`config.mk`:
```
export PLATFORM = sky130hd
export DESIGN_NAME = scheduler_acc_lookup
export DESIGN_NICKNAME = d
export VERILOG_FILES = /design/src/rtl/scheduler_acc_lookup.sv
export SDC_FILE = /design/constraint.sdc
export NUM_CORES = 1
export LEC_CHECK = 0
export ABC_AREA = 1
export CORE_MARGIN = 2
export CORE_UTILIZATION = 40
export CTS_BUF_LIST = sky130_fd_sc_hd__clkbuf_4 sky130_fd_sc_hd__clkbuf_8
export CTS_CLUSTER_SIZE = 8
export DETAILED_ROUTE_END_ITERATION = 7
export PLACE_DENSITY = 0.81
export SLEW_MARGIN = 0
export SYNTH_ARGS = -nofsm -noshare
export SYNTH_HDL_FRONTEND = slang
export SYNTH_SLANG_ARGS = --single-unit
```
`constraint.sdc`:
```
create_clock -name clk -period 2 [get_ports clk]
set_clock_uncertainty 0.2 [all_clocks]
set_input_delay 0.3 -clock clk [delete_from_list [all_inputs] [get_ports clk]]
set_output_delay 0.3 -clock clk [all_outputs]
set_load 0.03 [all_outputs]
```
`src/rtl/scheduler_acc_lookup.sv`:
```
// Task-type to accelerator-ID resolver: scans the scheduling table over port B, one entry per two cycles.
// Define SCHED_LOOKUP_RR_EN to rotate the returned ID across the matched type's instances.
module scheduler_acc_lookup #(
    parameter int MAX_ACCS        = 16,
    parameter int MAX_ACC_TYPES   = 16,
    parameter int SCHED_DATA_BITS = 48,
    localparam int ACC_BITS               = $clog2(MAX_ACCS),
    localparam int ACC_TYPE_BITS          = $clog2(MAX_ACC_TYPES),
    localparam int SCHED_DATA_COUNT_L     = 0,
    localparam int SCHED_DATA_ACCID_L     = ACC_BITS,
    localparam int SCHED_DATA_TASK_TYPE_L = 2 * ACC_BITS,
    localparam int SCHED_DATA_TASK_TYPE_H = SCHED_DATA_BITS - 1,
    localparam int SCHED_TASKTYPE_BITS    = SCHED_DATA_TASK_TYPE_H - SCHED_DATA_TASK_TYPE_L + 1
) (
    input  logic                           clk,
    input  logic                           rstn,
    input  logic [ACC_TYPE_BITS:0]         num_acc_types,
    input  logic                           req_valid,
    output logic                           req_ready,
    input  logic [SCHED_TASKTYPE_BITS-1:0] req_task_type,
    output logic                           resp_valid,
    input  logic                           resp_ready,
    output logic                           resp_hit,
    output logic [ACC_BITS-1:0]            resp_acc_id,
    output logic [ACC_BITS-1:0]            resp_first_id,
    output logic [ACC_BITS-1:0]            resp_count,
    output logic [ACC_TYPE_BITS-1:0]       scheduleData_portB_addr,
    output logic                           scheduleData_portB_en,
    input  logic [SCHED_DATA_BITS-1:0]     scheduleData_portB_dout
);

    // state | meaning
    // IDLE  | waiting for a request, req_ready high
    // READ  | port B read of entry idx issued
    // CMP   | entry idx on dout, compared against the latched type
    // RESP  | result held on outputs until resp_ready
    typedef enum logic [1:0] {ST_IDLE, ST_READ, ST_CMP, ST_RESP} state_t;

    state_t                         state;
    logic [ACC_TYPE_BITS-1:0]       idx;
    logic [SCHED_TASKTYPE_BITS-1:0] task_type_q;

    logic [SCHED_TASKTYPE_BITS-1:0] dout_type;
    logic [ACC_BITS-1:0]            dout_accid;
    logic [ACC_BITS-1:0]            dout_count;
    logic [ACC_BITS-1:0]            sel_acc_id;
    logic [ACC_TYPE_BITS:0]         last_idx;
    logic                           is_last;

    assign dout_type  = scheduleData_portB_dout[SCHED_DATA_TASK_TYPE_H:SCHED_DATA_TASK_TYPE_L];
    assign dout_accid = scheduleData_portB_dout[SCHED_DATA_ACCID_L +: ACC_BITS];
    assign dout_count = scheduleData_portB_dout[SCHED_DATA_COUNT_L +: ACC_BITS];
    assign last_idx   = num_acc_types - 1'b1;
    assign is_last    = ({1'b0, idx} == last_idx);

`ifdef SCHED_LOOKUP_RR_EN
    logic [ACC_BITS-1:0] rr [MAX_ACC_TYPES];

    assign sel_acc_id = dout_accid + rr[idx];

    // idx still points at the matched entry while in RESP
    always_ff @(posedge clk or negedge rstn) begin
        if (!rstn) begin
            for (int i = 0; i < MAX_ACC_TYPES; i++) rr[i] <= '0;
        end else if (state == ST_RESP && resp_ready && resp_hit) begin
            rr[idx] <= (rr[idx] == resp_count) ? '0 : rr[idx] + 1'b1;
        end
    end
`else
    assign sel_acc_id = dout_accid;
`endif

    always_ff @(posedge clk or negedge rstn) begin
        if (!rstn) begin
            state                   <= ST_IDLE;
            idx                     <= '0;
            task_type_q             <= '0;
            req_ready               <= 1'b1;
            resp_valid              <= 1'b0;
            resp_hit                <= 1'b0;
            resp_acc_id             <= '0;
            resp_first_id           <= '0;
            resp_count              <= '0;
            scheduleData_portB_addr <= '0;
            scheduleData_portB_en   <= 1'b0;
        end else begin
            case (state)
                ST_IDLE: begin
                    if (req_valid) begin
                        task_type_q   <= req_task_type;
                        idx           <= '0;
                        req_ready     <= 1'b0;
                        resp_hit      <= 1'b0;
                        resp_acc_id   <= '0;
                        resp_first_id <= '0;
                        resp_count    <= '0;
                        if (num_acc_types == '0) begin
                            state      <= ST_RESP;
                            resp_valid <= 1'b1;
                        end else begin
                            state                   <= ST_READ;
                            scheduleData_portB_en   <= 1'b1;
                            scheduleData_portB_addr <= '0;
                        end
                    end
                end
                ST_READ: begin
                    scheduleData_portB_en <= 1'b0;
                    state                 <= ST_CMP;
                end
                ST_CMP: begin
                    if (dout_type == task_type_q) begin
                        state         <= ST_RESP;
                        resp_valid    <= 1'b1;
                        resp_hit      <= 1'b1;
                        resp_acc_id   <= sel_acc_id;
                        resp_first_id <= dout_accid;
                        resp_count    <= dout_count;
                    end else if (is_last) begin
                        state      <= ST_RESP;
                        resp_valid <= 1'b1;
                    end else begin
                        idx                     <= idx + 1'b1;
                        scheduleData_portB_addr <= idx + 1'b1;
                        scheduleData_portB_en   <= 1'b1;
                        state                   <= ST_READ;
                    end
                end
                ST_RESP: begin
                    if (resp_ready) begin
                        state         <= ST_IDLE;
                        resp_valid    <= 1'b0;
                        req_ready     <= 1'b1;
                        resp_hit      <= 1'b0;
                        resp_acc_id   <= '0;
                        resp_first_id <= '0;
                        resp_count    <= '0;
                    end
                end
                default: state <= ST_IDLE;
            endcase
        end
    end

endmodule

```
==> results of run 1 <==
-- layout by cell type, fill, tap and decap left out, types with 5 or more instances in the layout --
cell type,count
inv_1,57
nor2_1,22
buf_4,6
clkbuf_8,12
nand4_1,5
o21ai_0,23
nand3_1,11
xnor2_1,20
clkdlybuf4s50_1,112
dfrtp_1,61
o21ai_2,8
nand2_1,213
-- metrics by stage --
stage	utilization (%)	TNS, ps	setup slack, ps
floorplan	-	0	296
global placement	57.0	-4450	-298
detailed placement	57.0	-5370	-356
CTS	59.4	0	23.5
global route	60.6	-78.8	-18.6
finish	60.6	0	96.8
-- repair_timing --
action | CTS | global route
setup endpoints to repair | 8 | 12
resized for setup | 4 | 19
hold buffers | 1 | 0
hold endpoints to repair | 61 | 0
gates cloned | 0 | 1
pin swaps | 0 | 10
-- synth_stat cells (3+ instances only) --
| cell | n |
|---|---|
| nand3_1 | 12 |
| buf_4 | 7 |
| nor2_2 | 3 |
| o21ai_0 | 23 |
| clkbuf_1 | 4 |
| o21ai_2 | 8 |
| nand3_2 | 3 |
| nor2_1 | 25 |
| nand2_1 | 217 |
| xnor2_1 | 20 |
| nand4_1 | 5 |
| dfrtp_1 | 61 |
| inv_1 | 60 |
-- path summary, 6_finish.rpt --
path	start	end	slack, ps
min reg2reg	scheduleData_portB_addr[0]$_DFFE_PN0P_	scheduleData_portB_addr[0]$_DFFE_PN0P_	280
max in group asynchronous	rstn	req_ready$_DFFE_PN1P_	970
min	scheduleData_portB_addr[0]$_DFFE_PN0P_	scheduleData_portB_addr[0]$_DFFE_PN0P_	280
min in group asynchronous	rstn	resp_first_id[1]$_DFFE_PN0P_	290
max reg2reg	task_type_q[8]$_DFFE_PN0P_	resp_count[3]$_DFFE_PN0P_	160
max	scheduleData_portB_addr[3]$_DFFE_PN0P_	scheduleData_portB_addr[3]	100
-- power breakdown --
group | leakage [nW] | switching [mW] | internal [mW]
clock | 0.0988 | 0.475 | 0.561
combinational | 1.58 | 1.66 | 1.16
sequential | 0.787 | 0.373 | 1.81
total | 2.46 | 2.50 | 3.53
-- flip-flops by register name (all words and copies together) (netlist names) --
register,flops
task_type_q,40
idx,4
resp_count,4
resp_first_id,4
scheduleData_portB_addr,4
state,2
req_ready,1
resp_hit,1
resp_valid,1
scheduleData_portB_en,1
-- layer usage --
layer  vias to the layer above  part of all wire [%]  wire length, um  GRT usage (%)
met3                        12                   5.3              474           3.99
met5                         -                     0                0              0
li1                       1655                     -                -              -
met4                         0                   2.0              177           7.26
met1                      1492                    42             3700           23.8
met2                        90                    51             4520           33.3
-- kinds of logic (layout without fill, tap and decap cells) --
family	Yosys count	count (layout)	synth area share, %
xor+xnor	22	22	5.68
buf+inv	75	202	9.38
fa+ha+maj	2	2	0.738
compound gates	35	35	6.20
simple gates	270	271	32.2
flops	62	62	45.8
-- final cells by class --
| class | count | area (um2) | area share [%] |
|---|---|---|---|
| timing repair buffer | 125 | 1250 | 25.2 |
| multi-input combinational | 330 | 1620 | 32.5 |
| sequential | 62 | 1550 | 31.2 |
| inverter | 61 | 231 | 4.65 |
| clock inverter | 3 | 17.5 | 0.352 |
| tap | 105 | 131 | 2.64 |
| clock buffer | 13 | 173 | 3.47 |
==> impl_metrics.py, run 1 <==
metrics = {
    "status": {
        "status": "finished clean",
    },
    "logic_synthesis": {
        "synth_area_leaders": "dfrtp_1, nand2_1, inv_1",
        "avgSynthCellArea_um2": 7.27,
        "synth_top_area_share_pct": 45.0,
        "synth_seq_cells": 62,
        "synth_top_area_cell": "dfrtp_1",
        "synth_ff_type": "dfrtp_1",
        "yosys_warnings": 0,
        "synthCells": 466,
        "yosysSeqAreaShare_pct": 45.8,
        "ys_types": 26,
        "synth_edf_count": 0,
        "synthArstFlopShare_pct": 100,
        "syn-cell-area_um2": 3390,
        "syn-num-nets": 565,
    },
    "sta": {
        "fin_crit_sh_pct": 95.2,
        "relSlewSlack_pct": 71.0,
        "min_period_ps": 1900,
        "hold_viol_final": 0,
        "slew_violations": 0,
        "finalSetupViolCount": 0,
        "worst-slew-pin-transition_ps": 433,
        "fmax_mhz": 525,
        "hold_slack_ps": 282,
    },
    "critical_path": {
        "critical-path-max-stage-delay_ps": 680,
        "crit_path_start_kind": "flop",
        "critPathBufInv": 1,
        "cpMaxStageDelayCell": "clkdlybuf4s50_1",
        "critical_path_class": "reg2out",
        "cp_top_family": "buffers and inverters",
        "crit_chain": "clkdlybuf4s50_1",
        "crit_required_ps": 1500,
        "cp_num_cells": 1,
        "endpoint_kind": "primary output",
        "cp_max_fo": 2,
        "reg2reg_depth": 10,
        "arrival_ps": 1400,
    },
    "job": {
        "drv_cap": 0,
    },
    "worst_hold_path": {
        "hold_depth": 2,
        "hp-class": "reg2reg",
    },
    "clock_network": {
        "clk_pin_slew_ps": 70,
        "numCtsBuffers": 9,
        "root_buffer": "clkbuf_8",
        "cts_setup_buffers": 0,
        "cts_tree": "yes",
        "cts_sinks": 62,
        "clk_latency_ps": 330,
        "cts_max_path_buffers": 2,
        "cts_htree_levels": 3,
    },
    "grt": {
        "grt_pass1_wl_um": 13800,
        "grt_antenna_before_repair": 0,
        "grt_usage_pct": 19.3,
        "first_global_vias": 3175,
        "grt_overflow": 0,
        "grt_max_degree": 63,
    },
    "floorplanning": {
        "num_io_pins": 117,
        "rows": 33,
        "die_area_um2": 9230,
        "coreArea_um2": 8220,
        "initial_core_util_pct": 41.3,
        "die_w_um": 96.1,
        "fp.dieH_um": 96.1,
    },
    "route": {
        "drtAntennaViolNets": 0,
        "dr.pass1.iters": 4,
        "drc": 0,
        "wl_per_cell_um": 12.7,
        "detail_route.iter0.violations": 138,
        "viasPerCell": 4.65,
        "num_vias": 3249,
        "drt_wl_total_um": 8870,
    },
    "pwr": {
        "leakagePower_nw": 2.46,
        "vdd_drop_max_v": 0.000546,
        "p_total_mw": 6.04,
        "p_per_area_nw_per_um2": 1210,
    },
    "cells_and_area": {
        "diodes": 0,
        "fill_cells": 739,
        "syn2layout_area_growth_pct": 46.9,
        "instances_no_fill": 699,
        "nets": 688,
        "final_area_um2": 4980,
        "drive_gt1_share_pct": 9.76,
    },
    "placement": {
        "io_buffers": 116,
        "dp.cells": 681,
        "place_congestion": 0.827,
        "hpwl_um": 6490,
        "place_area_um2": 4680,
    },
}
Note: power is estimated with default switching activity, not from simulation.
==> run 2: changes to the inputs <==
Settings changed: SLEW_MARGIN 0 to unset, TNS_END_PERCENT set to 20.
==> run 2 against run 1 <==
Compared with the run above:
- flip-flop and latch count unchanged
- sequential power about the same
- combinational power decreased by 1%
- cell area decreased by 0.23%
- routed wire length decreased by 1.8%
- critical endpoint is now resp_count[3]$_DFFE_PN0P_
- final cell count decreased by 0.14%
- critical path depth increased by 12
- first-iteration DRC count increased by 6.5%
- sequential share of layout area increased by 0.071 points
==> impl_metrics.py, run 2 (synthesis results as in run 1) <==
metrics = {
    "cells_and_area": {
        "regArea_um2": 1550,
        "fill_cells": 738,
        "largest_reg_flops": 40,
        "layout_common_cells": "nand2_1, clkdlybuf4s50_1, dfrtp_1",
        "instances_no_fill": 698,
        "syn2layout_area_growth_pct": 46.5,
        "largest_register": "task_type_q",
        "drive_gt1_share_pct": 9.61,
        "nets": 687,
        "multi_input_area_um2": 1610,
        "post-route-util_pct": 60.5,
        "layout_commonest_cell": "nand2_1",
        "final_area_um2": 4970,
        "diodes": 0,
    },
    "sta": {
        "hold_slack_ps": 287,
        "rsz0062_at_grt": "yes",
        "slew_violations": 0,
        "fmax_mhz": 523,
        "final_critical_path_setup_slack_ps": 86.7,
        "relSlewSlack_pct": 71.1,
        "tns_ps": 0,
        "min_period_ps": 1910,
        "finalSetupViolCount": 0,
        "worst-slew-pin-transition_ps": 432,
        "hold_viol_final": 0,
        "fin_crit_sh_pct": 95.7,
    },
    "critical_path": {
        "critPathBufInv": 3,
        "rrSetupSlack_ps": 150,
        "critical_path_class": "in2reg",
        "crit_required_ps": 2020,
        "crit_path_start_kind": "primary input",
        "cp_top_family": "simple AND/OR/NAND/NOR gates",
        "critical-path-max-stage-delay_ps": 480,
        "crit_chain": "clkdlybuf4s50_1, inv_1, nand2_1, o21ai_0, nor2_1, nand3_1, nor2_2, buf_4, nand3_2, nand2_4, nand2_8, nand2_1, o21ai_2",
        "crit_top_cell": "nand2_1",
        "endpoint_kind": "flop",
        "arrival_ps": 1940,
        "cpMaxStageDelayCell": "clkdlybuf4s50_1",
        "cp_max_fo": 17,
    },
    "pwr": {
        "p_sw_mw": 2.48,
        "switching_share_pct": 41.2,
        "vdd_drop_max_v": 0.000585,
        "leakagePower_nw": 2.46,
        "p_per_area_nw_per_um2": 1210,
        "power_frac_seq_pct": 36.3,
        "combPwrFrac_pct": 46.3,
        "clock_power_share_pct": 17.4,
        "p_total_mw": 6.00,
        "p_int_mw": 3.53,
    },
    "status": {
        "status": "finished clean",
    },
    "route": {
        "drtAntennaViolNets": 0,
        "highest_layer": "met4",
        "dr.pass1.iters": 4,
        "detail_route.iter0.violations": 147,
        "num_vias": 3248,
        "wl_met2_um": 4390,
        "wl_per_cell_um": 12.5,
        "drt-met1-wl_um": 3690,
        "viasPerCell": 4.65,
        "dr_wl_met3_um": 401,
        "drc": 0,
        "drt_wl_total_um": 8710,
    },
    "clock_network": {
        "cts_max_path_buffers": 2,
        "numCtsBuffers": 9,
        "clk_latency_ps": 340,
        "root_buffer": "clkbuf_8",
        "cts_setup_buffers": 0,
        "cts_sinks": 62,
        "cts_htree_levels": 3,
        "clk_pin_slew_ps": 70,
        "cts_tree": "yes",
    },
    "floorplanning": {
        "die_area_um2": 9230,
        "rows": 33,
        "initial_core_util_pct": 41.3,
        "coreArea_um2": 8220,
        "fp.dieH_um": 96.1,
        "die_w_um": 96.1,
        "num_io_pins": 117,
    },
    "grt": {
        "grt_overflow": 0,
        "first_global_vias": 3167,
        "grt_max_degree": 63,
        "grt_pass1_wl_um": 13800,
        "grt_usage_pct": 19.3,
        "grt_antenna_before_repair": 0,
    },
    "placement": {
        "io_buffers": 116,
        "place_congestion": 0.827,
        "pre_cts_slack_ps": -356,
        "hpwl_um": 6490,
        "dp.cells": 681,
        "place_area_um2": 4680,
    },
    "worst_hold_path": {
        "hp-class": "in2async",
    },
    "job": {
        "drv_cap": 0,
    },
}
## run 2: changes by cell type in the layout (fill, tap and decap cells not counted)
cell and delta:
nand2_4 -1
## run 2: per-layer routing
metal	up-vias	global-route usage, %
met5	-	0
met4	0	7.26
met3	21	3.99
met2	82	33.1
met1	1495	23.9
li1	1650	-
## run 2: worst paths after layout
check	endpoint	cells past startpoint	from
worst min register to register	resp_count[0]$_DFFE_PN0P_	2	resp_count[0]$_DFFE_PN0P_
worst min-delay path	resp_first_id[1]$_DFFE_PN0P_	3	rstn
min in group clk	resp_count[0]$_DFFE_PN0P_	2	resp_count[0]$_DFFE_PN0P_
worst max register to register	resp_count[3]$_DFFE_PN0P_	10	task_type_q[8]$_DFFE_PN0P_
max in group asynchronous	req_ready$_DFFE_PN1P_	3	rstn
worst max-delay path	resp_count[3]$_DFFE_PN0P_	13	scheduleData_portB_dout[44]
## run 2: repair_timing
action	CTS	global route
cloned	0	0
pin swaps	0	9
gates resized for setup	1	22
hold buffers	1	0
endpoints found under the hold margin	61	0
endpoints found under the setup margin	8	12
## run 2: power by group through the flow
stage          clock (mW)  combinational, mW  sequential (mW)
3_3_place_gp            0               2.61             2.16
4_1_cts              1.07               2.70             2.18
2_1_floorplan           0               1.64             2.36
3_5_place_dp            0               2.70             2.19
5_1_grt              1.12               3.10             2.25
6_report             1.04               2.78             2.18
## run 2: tightest hold or removal path, stage by stage
cell	delay [ps]
dlygate4sd3_1	520
buf_2	120
buf_12	290
## run 2: final cells by class
cell class              instances  area share, %
repair buffers                125           25.3
well taps                     105           2.64
multi-input cells             329           32.3
clock buffers                  13           3.48
clock inverters                 3          0.353
inverters                      61           4.66
flip-flops and latches         62           31.3
==> run 3: changes to the inputs <==
Settings changed: RECOVER_POWER set to 100, SLEW_MARGIN set to 20.
==> run 3 against run 2 <==
Compared with the run above:
- maximum frequency down 0.27%
- largest power group unchanged
- critical path depth unchanged
- count of clock-buffer cells in the layout unchanged
- flip-flop and latch count unchanged
==> impl_metrics.py, run 3 (synthesis results as in run 1) <==
metrics = {
    "clock_network": {
        "root_buffer": "clkbuf_8",
        "numCtsBuffers": 9,
        "clk_pin_slew_ps": 60,
        "cts_sinks": 62,
        "cts_htree_levels": 3,
        "cts_tree": "yes",
        "cts_max_path_buffers": 2,
        "clk_latency_ps": 330,
    },
    "grt": {
        "grt_usage_pct": 19.3,
        "grt_pass1_wl_um": 13800,
        "grt_max_degree": 63,
        "grt_overflow": 0,
        "grt_antenna_before_repair": 0,
        "first_global_vias": 3167,
    },
    "sta": {
        "hold_viol_final": 0,
        "worst-slew-pin-transition_ps": 855,
        "relSlewSlack_pct": 43.0,
        "rsz0062_at_grt": "yes",
        "tns_ps": 0,
        "fmax_mhz": 521,
        "fin_crit_sh_pct": 95.9,
        "finalSetupViolCount": 0,
        "min_period_ps": 1920,
        "slew_violations": 0,
        "final_critical_path_setup_slack_ps": 81.5,
    },
    "route": {
        "drc": 0,
        "viasPerCell": 4.64,
        "dr.pass1.iters": 5,
        "drtAntennaViolNets": 0,
        "wl_per_cell_um": 12.5,
        "num_vias": 3237,
        "detail_route.iter0.violations": 137,
        "drt_wl_total_um": 8730,
    },
    "cells_and_area": {
        "largest_register": "task_type_q",
        "fill_cells": 741,
        "layout_commonest_cell": "nand2_1",
        "drive_gt1_share_pct": 9.44,
        "largest_reg_flops": 40,
        "layout_common_cells": "nand2_1, clkdlybuf4s50_1, dfrtp_1",
        "instances_no_fill": 698,
        "syn2layout_area_growth_pct": 46.0,
        "diodes": 0,
        "nets": 687,
        "final_area_um2": 4950,
    },
    "pwr": {
        "leakagePower_nw": 2.45,
        "p_total_mw": 5.99,
        "p_per_area_nw_per_um2": 1210,
        "vdd_drop_max_v": 0.000586,
    },
    "critical_path": {
        "critPathBufInv": 3,
        "crit_top_cell": "nand2_1",
        "crit_chain": "clkdlybuf4s50_1, inv_1, nand2_1, o21ai_0, nor2_1, nand3_1, nor2_2, buf_4, nand3_2, nand2_4, nand2_8, nand2_1, o21ai_2",
        "critical_path_class": "in2reg",
        "cp_max_fo": 17,
        "crit_path_start_kind": "primary input",
        "cpMaxStageDelayCell": "clkdlybuf4s50_1",
        "arrival_ps": 1940,
        "endpoint_kind": "flop",
        "cp_top_family": "simple AND/OR/NAND/NOR gates",
        "crit_required_ps": 2020,
        "critical-path-max-stage-delay_ps": 480,
    },
    "floorplanning": {
        "coreArea_um2": 8220,
        "rows": 33,
        "die_area_um2": 9230,
        "fp.dieH_um": 96.1,
        "initial_core_util_pct": 41.3,
        "die_w_um": 96.1,
        "num_io_pins": 117,
    },
    "job": {
        "drv_cap": 0,
    },
    "placement": {
        "place_area_um2": 4680,
        "hpwl_um": 6490,
        "place_congestion": 0.827,
        "io_buffers": 116,
        "pre_cts_slack_ps": -356,
        "dp.cells": 681,
    },
    "worst_hold_path": {
        "hp-class": "reg2reg",
    },
    "status": {
        "status": "finished clean",
    },
}
## run 3: cell count changes in the layout (fill, tap and decap cells not counted)
cell,before,now
buf_4,6,4
clkbuf_2,0,2
buf_12,2,1
clkbuf_4,1,2
dfstp_1,0,1
dfstp_2,1,0
## run 3: worst paths after layout
kind | slack, ps | from | depth (start not counted) | end
max | 80 | scheduleData_portB_dout[44] | 13 | resp_count[3]$_DFFE_PN0P_
max in group asynchronous | 520 | rstn | 3 | task_type_q[10]$_DFFE_PN0P_
min | 290 | resp_count[0]$_DFFE_PN0P_ | 2 | resp_count[0]$_DFFE_PN0P_
min reg2reg | 290 | resp_count[0]$_DFFE_PN0P_ | 2 | resp_count[0]$_DFFE_PN0P_
max reg2reg | 150 | task_type_q[8]$_DFFE_PN0P_ | 10 | resp_count[3]$_DFFE_PN0P_
min in group asynchronous | 510 | rstn | 3 | resp_first_id[1]$_DFFE_PN0P_
## run 3: cell type report
class | count | area, um2 | area share, %
multi-input combinational | 329 | 1610 | 32.5
sequential | 62 | 1550 | 31.4
timing repair buffer | 125 | 1240 | 25.0
inverter | 61 | 231 | 4.68
clock buffer | 13 | 173 | 3.49
tap | 105 | 131 | 2.65
clock inverter | 3 | 17.5 | 0.354
## run 3: per-stage QoR
stage,util [%],hold slack [ps]
after floorplan,-,-196
after global placement,57.0,137
final,60.2,287
after detailed placement,57.0,143
after CTS,59.4,286
after global routing,60.2,305
## run 3: what timing repair did
| action | 4_1_cts | 5_1_grt |
|---|---|---|
| pin swaps | 0 | 9 |
| hold endpoints to repair | 61 | 0 |
| cloned | 0 | 0 |
| endpoints found under the setup margin | 8 | 12 |
| setup buffers | 0 | 0 |
| hold buffers | 1 | 0 |
| gates resized for setup | 1 | 22 |
## run 3: worst min-delay path, cell delays in order, from the launching register on
cell	delay, ps
dfrtp_1	350
nand2_1	60
o21ai_2	50
## run 3: where the power goes
part | internal (mW) | leakage [nW] | switching [mW]
clock | 0.561 | 0.0988 | 0.479
sequential | 1.81 | 0.787 | 0.369
combinational | 1.15 | 1.57 | 1.62
## run 3: routing by layer
metal	vias to the layer above	routed length (um)	GRT usage, %
met4	0	187	7.26
met3	15	445	3.99
met1	1492	3680	23.9
met5	-	0	0
met2	81	4420	33.1
li1	1649	-	-
==> RTL change 1, RTL diff (settings of run 3) <==
Re-encode `state_t` (4 states) as one-hot, 4 bits wide.
--- a/src/rtl/scheduler_acc_lookup.sv
+++ b/src/rtl/scheduler_acc_lookup.sv
@@ -35,5 +35,5 @@
     // CMP   | entry idx on dout, compared against the latched type
     // RESP  | result held on outputs until resp_ready
-    typedef enum logic [1:0] {ST_IDLE, ST_READ, ST_CMP, ST_RESP} state_t;
+    typedef enum logic [3:0] {ST_IDLE = 4'b0001, ST_READ = 4'b0010, ST_CMP = 4'b0100, ST_RESP = 4'b1000} state_t;
 
     state_t                         state;
Function: same outputs for any inputs over 10 cycles, from zero or initial values and one cycle with rstn low; not proved beyond that.
==> RTL change 1 against run 3 <==
- critical path depth shrank 12
- critical endpoint is now resp_hit
- wire length increased by 3.9%
- power decreased by 9.9%
- sequential cell count up 2
- final area is 5.2% higher
- first-iteration DRC count is 12% lower
- critical path type is now register to output pin
- register-to-register slack about the same
- setup slack improved by 0.0011 ns
- maximum frequency about the same
- combinational power down 21%
- sequential share of layout area decreased by 0.57 points
- utilization fell by 1.1 points
- area after synthesis up 8.4%
==> RTL change 1: results (changes against run 3) <==
[layout]
inv_count=87  ; +43%
nets=746  ; +8.6%
clockBufferCount=10  ; -3
bufAreaShareNonClock_pct=23.8  ; -1.2 points
multi_input_area_mm2=0.00169  ; +5.5%
clock_area_share_pct=3.96  ; +0.12 points
nNonClkBuffers=128  ; +2.4%
fillCellCount=791  ; +6.7%
multi_input_area_share_pct=32.5  ; +0.068 points

[status]
status=complete, no violations

[hold_path]
worstHoldStart=resp_count[3]$_DFFE_PN0P_
holdPathEnd=resp_count[3]$_DFFE_PN0P_

[yosys]
syn_inst=520  ; +12%
ys_types=35  ; +35%
syn_nets=619  ; +9.6%
ys_ff_latch=64  ; +3.2%
synth_compound_area_share_pct=5.28  ; -0.92 points
synth_xor_area_share_pct=3.81  ; -1.9 points
synth.yosys.seq_area_share_pct=43.7  ; -2.1 points

[place]
post_dp_cell_area_mm2=0.00498  ; +6.3%
place_inst=743  ; +9.1%

[routing]
num_vias=3516  ; +8.6%
dr.first_iter.drc_count=120  ; -12%

[timing]
slew_headroom_pct=43.2  ; +0.27 points

[setup_path]
reg2reg_to=scheduleData_portB_en$_DFFE_PN0P_
reg2reg_depth=11  ; +1
r2r_start=task_type_q[34]$_DFFE_PN0P_
path_max_fanout=2  ; -15
critPathMaxStageDelay_ns=0.74  ; +0.26 ns

[global_routing]
track_usage_pct=19.2  ; -0.13 points

[RTL change 1: metal layers]
metal	track usage [%]	vias to the layer above	part of all wire, %
li1	-	1790	-
met1	22.3	1604	42
met2	34.7	100	51
met3	3.13	22	4.1
met4	8.64	0	3.3
met5	0	-	0
[RTL change 1: logic make-up (layout without fill, tap and decap cells)]
group,after synthesis,after routing
AND/OR/NAND/NOR,305,305
buffers and inverters,99,231
flip-flops,64,64
AO/OA/AOI/OAI,34,34
XOR/XNOR,16,16
adder cells (fa/ha/maj),2,2
[RTL change 1: power by group through the flow]
stage	registers [W]	logic [W]	clock network, W
6_report	0.00206	0.00219	0.00114
5_1_grt	0.00212	0.00253	0.00122
4_1_cts	0.00206	0.00220	0.00117
3_5_place_dp	0.00208	0.00219	0
3_3_place_gp	0.00205	0.00209	0
2_1_floorplan	0.00206	0.00156	0
[RTL change 1: timing repair]
action,in CTS,in global routing
hold buffers,1,0
setup endpoints to repair,7,21
endpoints found under the hold margin,62,0
gates resized for setup,2,9
pin swaps,1,4
[RTL change 1: how the worst max path moves through the flow]
| stage | endpoint | cells after the start | slack [ns] | start |
|---|---|---|---|---|
| final | resp_hit | 1 | 0.08 | resp_hit$_DFFE_PN0P_ |
| after CTS | scheduleData_portB_addr[3]$_DFFE_PN0P_ | 14 | 0.02 | num_acc_types[0] |
| after floorplan | scheduleData_portB_addr[1]$_DFFE_PN0P_ | 13 | 0.27 | num_acc_types[0] |
| after global routing | idx[1]$_DFFE_PN0P_ | 14 | -0.02 | scheduleData_portB_dout[29] |
| after global placement | scheduleData_portB_addr[3]$_DFFE_PN0P_ | 14 | -0.26 | num_acc_types[0] |
| after detailed placement | scheduleData_portB_addr[3]$_DFFE_PN0P_ | 14 | -0.40 | num_acc_types[1] |
==> RTL change 2, RTL diff (flow settings as in run 3) <==
Made on the original files. The option `SCHED_LOOKUP_RR_EN` is turned on by a define.
--- a/src/rtl/scheduler_acc_lookup.sv
+++ b/src/rtl/scheduler_acc_lookup.sv
@@ -1,4 +1,6 @@
 // Task-type to accelerator-ID resolver: scans the scheduling table over port B, one entry per two cycles.
 // Define SCHED_LOOKUP_RR_EN to rotate the returned ID across the matched type's instances.
+`define SCHED_LOOKUP_RR_EN
+
 module scheduler_acc_lookup #(
     parameter int MAX_ACCS        = 16,
Behaviour: not the same (Yosys sat finds a counterexample within 10 cycles, from zero or initial values and one cycle with rstn low).
==> RTL change 2 against run 3 <==
- the run now ends with negative setup slack left
- setup slack worse by 0.48 ns
- worst hold slack lost 0.12 ns
- die area up 110%
- area after synthesis increased by 110%
- cell count rose by 110%
- via count rose by 120%
- sequential cell count rose by 68
- clock power grew 120%
- power increased by 110%
- wire length increased by 130%
- synthesized cell count up 110%
- combinational power increased by 150%
- final area up 99%
- critical path type is now register to register
- critical endpoint is now rr[61]$_DFFE_PN0P_
- largest cell class unchanged
- highest routed layer unchanged
==> RTL change 2: results (changes against run 3) <==
[status]
status=finished with violations
violations=negative setup slack

[place]
dp_hpwl_um=14000  ; +120%
place_congestion=0.868  ; +4.9%
post_dp_cell_area_mm2=0.00921  ; +97%
dp_slack_ns=-0.554  ; -0.198 ns

[setup_path]
critPathMaxStageDelay_ns=0.39  ; -0.09 ns
cp.arrival_ns=2.55  ; +0.61 ns
reg2reg_depth=16  ; +6
crit_start=idx[0]$_DFFE_PN0P_
reg2reg_to=rr[61]$_DFFE_PN0P_

[timing]
worst_slack_ns=-0.399  ; -0.481 ns
finalSetupViolations=74  ; +74

[clock_network]
htreeDepth=4  ; +1
path_clk_slew_ns=0.08  ; +0.02 ns
post_cts_resized=40  ; +39
postCtsSetupRepairBufs=1  ; +1
numCtsBuffers=17  ; +8

[power_and_ir_drop]
p_leak_nw=5.17  ; +110%

[routing]
viasPerCell=4.91  ; +5.9%
totalWireLength_um=20300  ; +130%
wire_per_inst_um=14.2  ; +14%

[global_routing]
grt_pass1_wl_um=32300  ; +130%
grt_pass1_vias=6855  ; +120%

[yosys]
ys_types=30  ; +15%
synthTopCellsByArea=dfrtp_1 45%, nand2_1 24%, nand3_1 7.3%, inv_1 6.0%, xor2_1 2.7%

[hold_path]
holdPathEnd=task_type_q[15]$_DFFE_PN0P_
hp-class=input port to register

[RTL change 2: cell count changes in the layout (fill, tap and decap cells not counted), sizes merged, moves of 5 or more]
| cell | before | now |
|---|---|---|
| dfrtp | 61 | 129 |
| buf | 6 | 82 |
| dlygate4sd2 | 1 | 20 |
| nand2 | 220 | 465 |
| xor2 | 2 | 22 |
| o21ai | 32 | 27 |
| nor2 | 28 | 54 |
| clkbuf | 16 | 29 |
| ha | 2 | 9 |
| inv | 61 | 122 |
| nand3 | 15 | 104 |
| clkdlybuf4s50 | 112 | 95 |
[RTL change 2: cells by family after synthesis]
kind of cell    Yosys count  share of synthesized area (%)
simple gates            637                           36.1
buf+inv                 151                           9.54
xor+xnor                 39                           4.87
fa+ha+maj                10                           1.85
flops                   130                           45.4
compound gates           32                           2.27
[RTL change 2: final cells by class]
| cell class | count | area share, % |
|---|---|---|
| Clock buffer | 18 | 2.52 |
| Clock inverter | 14 | 1.56 |
| Inverter | 118 | 4.69 |
| Multi-Input combinational cell | 718 | 34.7 |
| Sequential cell | 130 | 33.1 |
| Tap cell | 225 | 2.86 |
| Timing Repair Buffer | 209 | 20.6 |
[RTL change 2: metal layers]
metal | vias up | GRT usage (%) | routed length [µm]
met5 | - | 0 | 0
li1 | 3433 | - | -
met1 | 3280 | 26.3 | 8210
met4 | 0 | 8.16 | 494
met2 | 278 | 37.2 | 10100
met3 | 45 | 5.99 | 1580
[RTL change 2: worst min-delay path, stage by stage]
cell	delay, ns
clkdlybuf4s50_1	0.39
nand2_1	0.06
nand2_1	0.04
[RTL change 2: where the power goes]
part	internal [W]	leakage, nW	switching (W)
Sequential	0.00320	1.74	0.000399
Clock	0.00116	0.190	0.00116
Combinational	0.00287	3.25	0.00397
